## config.mk

```make
export PLATFORM = sky130hd
export DESIGN_NAME = axi_rd_arb2
export DESIGN_NICKNAME = d
export VERILOG_FILES = /design/src/rtl/axi_rd_arb2.sv
export SDC_FILE = /design/constraint.sdc
export NUM_CORES = 1
export LEC_CHECK = 0
export CORE_AREA = 5 5 113 115
export DETAILED_ROUTE_END_ITERATION = 8
export DIE_AREA = 0 0 118 120
export PLACE_DENSITY_LB_ADDON = 0.2
export SLEW_MARGIN = 20
export SYNTH_ARGS = -nofsm -noshare
export SYNTH_HDL_FRONTEND = slang
export SYNTH_SLANG_ARGS = --single-unit
```

## constraint.sdc

```tcl
create_clock -name clk -period 3.9 [get_ports clk]
set_input_delay 0.975 -clock clk [delete_from_list [all_inputs] [get_ports clk]]
set_output_delay 0.975 -clock clk [all_outputs]
set_load 0.02 [all_outputs]
```

## src/rtl/axi_rd_arb2.sv

```systemverilog
// axi_rd_arb2: two-master round-robin AXI read arbiter with a registered AR stage
// and an in-order grant FIFO that steers R bursts back to their owning master.
module axi_rd_arb2 #(
    parameter int AW    = 32,
    parameter int DW    = 32,
    parameter int OUTST = 4
) (
    input  logic                     clk,
    input  logic                     rstn,
    input  logic [AW+21:0]           m0_ar_pld,
    input  logic                     m0_arvalid,
    output logic                     m0_arready,
    output logic [DW+5:0]            m0_r_pld,
    output logic                     m0_rlast,
    output logic                     m0_rvalid,
    input  logic                     m0_rready,
    input  logic [AW+21:0]           m1_ar_pld,
    input  logic                     m1_arvalid,
    output logic                     m1_arready,
    output logic [DW+5:0]            m1_r_pld,
    output logic                     m1_rlast,
    output logic                     m1_rvalid,
    input  logic                     m1_rready,
    output logic [AW+21:0]           s_ar_pld,
    output logic                     s_arvalid,
    input  logic                     s_arready,
    input  logic [DW+5:0]            s_r_pld,
    input  logic                     s_rlast,
    input  logic                     s_rvalid,
    output logic                     s_rready,
    output logic [$clog2(OUTST):0]   outst_cnt
);
    localparam int PW = $clog2(OUTST);
    localparam int CW = PW + 1;
    localparam logic [CW-1:0] FULL = CW'(OUTST);

    logic [AW+21:0] s_ar_pld_q;
    logic           s_arvalid_q;
    logic [OUTST-1:0] fifo_q;
    logic [PW-1:0]  wr_ptr_q, rd_ptr_q;
    logic [CW-1:0]  cnt_q, cnt_d;
    logic           prio_q;
    logic           can_grant, gnt0, gnt1, grant, empty, head, pop, to0, to1;

    // Registered count is used on purpose: a same-cycle pop never frees a slot early.
    assign can_grant = rstn && (!s_arvalid_q || s_arready) && (cnt_q < FULL);
    assign gnt1      = can_grant && m1_arvalid && (!m0_arvalid || prio_q);
    assign gnt0      = can_grant && m0_arvalid && !gnt1;
    assign grant     = gnt0 || gnt1;
    assign m0_arready = gnt0;
    assign m1_arready = gnt1;

    assign empty = cnt_q == '0;
    assign head  = fifo_q[rd_ptr_q];
    assign to0   = !empty && !head;
    assign to1   = !empty && head;
    assign m0_rvalid = s_rvalid && to0;
    assign m1_rvalid = s_rvalid && to1;
    assign m0_r_pld  = to0 ? s_r_pld : '0;
    assign m1_r_pld  = to1 ? s_r_pld : '0;
    assign m0_rlast  = to0 && s_rlast;
    assign m1_rlast  = to1 && s_rlast;
    assign s_rready  = (to0 && m0_rready) || (to1 && m1_rready);
    assign pop       = s_rvalid && s_rready && s_rlast;
    assign cnt_d     = cnt_q + CW'(grant) - CW'(pop);

    always_ff @(posedge clk) begin
        if (!rstn) begin
            s_ar_pld_q  <= '0;
            s_arvalid_q <= 1'b0;
            fifo_q      <= '0;
            wr_ptr_q    <= '0;
            rd_ptr_q    <= '0;
            cnt_q       <= '0;
            prio_q      <= 1'b0;
        end else begin
            if (grant) begin
                s_ar_pld_q       <= gnt1 ? m1_ar_pld : m0_ar_pld;
                s_arvalid_q      <= 1'b1;
                fifo_q[wr_ptr_q] <= gnt1;
                wr_ptr_q         <= wr_ptr_q + 1'b1;
                prio_q           <= gnt0;
            end else if (s_arready) begin
                s_arvalid_q <= 1'b0;
            end
            if (pop)
                rd_ptr_q <= rd_ptr_q + 1'b1;
            cnt_q <= cnt_d;
        end
    end

    assign s_ar_pld  = s_ar_pld_q;
    assign s_arvalid = s_arvalid_q;
    assign outst_cnt = cnt_q;
endmodule

```

Word level (Yosys, flattened, before mapping). Index checks and enable logic that the tools add are counted.

Bits in registers: 67. Bits in latches: 0. RAM bits: 0. Memory bits (read-only): 0. Input port bits: 155. Output and inout port bits: 141. Word-level logic and storage cells: 53. Memories: 0.

Add/subtract/negate cells: 4. Multiply operators: 0. Divide/modulo/power cells: 0. Magnitude comparators: 4. Equality and inequality tests: 0. Shifts and indexed selects: 0. Multiplexer cells: 10. Bitwise gates (word level): 0. Reduce and logical (&&, ||, !) cells: 28.

Operators with widths (count): $mux 38 (2); $mux 54 (1); $logic_and 1x1->1 (17); $lt 2x3->1 const B (2); $logic_not 1->1 (5); $add 2x1->2 const B (2); $bwmux 4 (1); $logic_or 1x1->1 (4); $mux 1 (4); $add 3x1->3 (1); $logic_not 3->1 (1); $lt 3x3->1 const B (1); $sub 3x1->3 (1); $bmux 1 s2 (1); $demux 1 s2 (1); $ge 2x1->1 const B (1); $reduce_bool 2->1 (1).

Longest topological paths before layout.
Word-level depth: 11. Depth in mapped cells: 11.

Worst setup path before layout. Ideal clock, no wire load.

Kind: input to output. Start point: input s_arready. End point: output m0_arready. Arrival time: 1.984 ns. Data required time: 2.925 ns. Path slack: 0.941 ns. Stages on the path: 4. Path through: nand2b_1 clkbuf_2 nand3_2 a21oi_1.

Word-level cells in the longest chain between the ends: 7.

RTL lines: start, declared (line 26) `input logic s_arready,`; $logic_or 1x1->1 * (line 46) `assign can_grant = rstn && (!s_arvalid_q || s_arready) && (cnt_q < FULL);`; $logic_and 1x1->1 * (2 in series) (line 46); $logic_and 1x1->1 (2 in series) (line 47) `assign gnt1 = can_grant && m1_arvalid && (!m0_arvalid || prio_q);`; $logic_not 1->1 (line 48) `assign gnt0 = can_grant && m0_arvalid && !gnt1;`; $logic_and 1x1->1 * (line 48); end, declared (line 12) `output logic m0_arready,`.

Every way passes the cells marked *; elsewhere a longest branch is shown, timed or not.

Final worst setup path. Same ends and word-level chain as after synthesis.

==> impl_results.md <==
* Period minus WS final at 3700 ps
* CP max FO at 6
* Total power at 3340 µW
* TritonCTS Buffers at 9
* Grt ovf at 0
* Slew Limit Fails at 0
* Starting Density at 30.8%
* CTS tree: done
* Yosys top cell area share at 37.2%
* Global-route wire length before repair at 22.7 mm
* #FFs+latches synth at 67
* Clk slew on worst S/H paths at 50 ps
* Top cells by area, synth: dfxtp_1 37%, and2_1 14%, nand2_1 10%, a311oi_1 9.5%, nor2_1 6.2%
* Synthesized Nets at 610
* DRC viols at 0
* Nets at 889
* Placed Area at 0.00667 mm²
* Sequential power share at 26.3%
* Reg area at 0.00134 mm²
* 1st-iter DRT viols at 200
* Crit-path most repeated cell: clkdlybuf4s50_1
* RSZ-0062 raised after global routing: no
* Clock Latency Late Sink at 320 ps
* Multi-input combinational cell area at 0.00208 mm²
* Final Cycle Share at 94.8%
* Post-synth top area cell: dfxtp_1
* Maximum vdd drop at 0.236 mV
* CTS root buf: clkbuf_16
* Psw at 1190 µW
* Synthesis-to-finish area growth at 92.9%
* Largest net degree at the start of global routing at 69
* CP Data Arrival Time at 2720 ps
* Sw frac at 35.7%
* Postcts setup bufs at 0
* Combinational fraction of design power at 49.7%
* Filler cells at 1104
* Clock Path Buffers at 2
* WHS Path Cells at 2
* R2r worst-path depth at 10
* I/O pin cnt at 296
* Max-Slew Margin vs Limit at 55.1%
* Iteration count of the initial detailed-routing pass at 4
* FMAX at 270 MHz
* Placed wire-length estimate at 11.3 mm
* CTS Hold Bufs at 0
* Worst Skew at 5.68 ps
* Die Wd at 118 µm
* Worst slew pin tran at 674 ps
* Crit-path slowest cell: clkdlybuf4s50_1
* # setup viols final at 0
* CP endpoint kind: primary output
* RePlAce Congestion at 0.891
* DRT antenna net count at 0
* Initial antenna violation count at 0
* Internal at 2150 µW
* PD cells at 480 mW/mm²
* Max-Cap Viols at 0
* CTS H-tree depth at 3
* Status: complete, no violations
* WL/cell at 16.6 µm
* Synth warn at 0
* Hold Violations, Final at 0
* Core outline area at 0.0117 mm²
* Row count at 40
* LEAKAGE at 0.00265 µW
* Hold Crit Class: flip-flop to flip-flop
* Tot GR Track Use at 19.6%
* Via count at 4169
* CTS sink count at 67
* Synth Cell Area at 0.00361 mm²
* Share of layout cells above drive strength 1 at 5.74%
* Critical-path cell list: clkdlybuf4s50_1, nand2b_1, nand3_2, a21oi_1, clkdlybuf4s50_1
* Port bufs at 295
* Die height at 120 µm
* Final WL at 14.6 mm
* Ant. Diodes at 0
* Seq/Total Area, Yosys at 37.2%
* DIE AREA at 0.0142 mm²
* Setup_tns at 0 ps
* Cell area after layout at 0.00696 mm²
* Cell variety after synth at 37
* Startpoint types: primary input
* Mapped Cells at 449
* Critical Path RT at 2920 ps
* Kind of critical path: primary input to primary output
* Syn Area/Cell at 8.04 µm²
* Critical path's largest stage delay at 650 ps
* Vias in the first global route at 4094
* Via density at 4.74
* Power share of the clock group at 24.0%
* Number of gates resized after CTS at 0
path summary, 6_finish.rpt:
kind | end | slack (ps) | from
worst max-delay path | m0_arready | 200 | s_arready
worst min-delay path | rd_ptr_q[1] | 490 | rd_ptr_q[1]
worst min register to register | rd_ptr_q[1] | 490 | rd_ptr_q[1]
worst max register to register | outst_cnt[2] | 1250 | rd_ptr_q[0]
placed cells by master, fill, tap and decap left out, types with 3 or more instances in the layout:
cell	instances
xnor2_1	3
clkdlybuf4s50_1	295
inv_1	3
a211oi_1	11
and2_1	81
ha_1	5
a21oi_1	6
nand2b_1	4
buf_4	9
clkbuf_16	9
nor2_1	60
a311oi_2	8
nand2_1	97
a311oi_1	39
dfxtp_1	67
mux2i_1	10
cell type report:
| class | instances | share of cell area, % |
|---|---|---|
| Clock inverter | 2 | 0.503 |
| Sequential cell | 67 | 19.3 |
| Multi-Input combinational cell | 340 | 29.9 |
| Inverter | 5 | 0.288 |
| Clock buffer | 13 | 3.74 |
| Tap cell | 147 | 2.64 |
| Timing Repair Buffer | 305 | 43.7 |
per-stage QoR:
stage               util, %  setup slack, ps  cells  hold slack (ps)
floorplan                 -              941    449              448
global placement       56.9              310    864              463
detailed placement     56.9              229    864              485
CTS                    59.4              213    879              492
global route           59.4              154    879              507
finish                 59.4              203    879              485
power by group through the flow:
stage	clock (µW)	sequential (µW)	combinational, µW
finish	802	879	1660
CTS	827	880	1680
floorplan	0	1020	714
global placement	0	885	1650
global route	856	895	1780
detailed placement	0	893	1670
cells in the mapped netlist (all sizes together):
cell	count
a211oi	11
a21oi	6
a311oi	47
a31oi	1
and2	81
and2b	1
buf	21
clkbuf	16
clkinv	1
dfxtp	67
fa	1
ha	5
inv	4
mux2i	11
mux4	1
nand2	97
nand2b	4
nand3	1
nand4	1
nor2	60
nor2b	1
nor3	3
nor4	1
nor4b	1
o211a	1
o211ai	1
xnor2	3
xor2	1
layer usage:
layer / track usage, % / wire length (µm)
met1: 23.4 / 6070
met2: 33.3 / 7100
met3: 7.45 / 1230
met4: 4.66 / 212
met5: 0 / 0
worst max-delay path: cells and delay by family:
kind	cells	cell delay (ps)
buf+inv	2	1100
simple gates	2	410
compound gates	1	230
flip-flops by register name, indices dropped and copies added (netlist names):
signal and cells:
s_arvalid 1, fifo_q 4, s_ar_pld 54, rd_ptr_q 2, prio_q 1, wr_ptr_q 2, outst_cnt 3
cell families (layout without fill, tap and decap cells):
| group | after synthesis | in the layout | share of synthesized area [%] |
|---|---|---|---|
| buffers and inverters | 42 | 325 | 5.41 |
| muxes | 12 | 12 | 3.78 |
| and+or+nand+nor | 251 | 251 | 33.8 |
| xor gates and xnor gates | 4 | 4 | 0.971 |
| DFF | 67 | 67 | 37.2 |
| AOI/OAI and AO/OA | 67 | 67 | 16.6 |
| adders and majority gates | 6 | 6 | 2.29 |
Power figures use the tool's default switching activity.
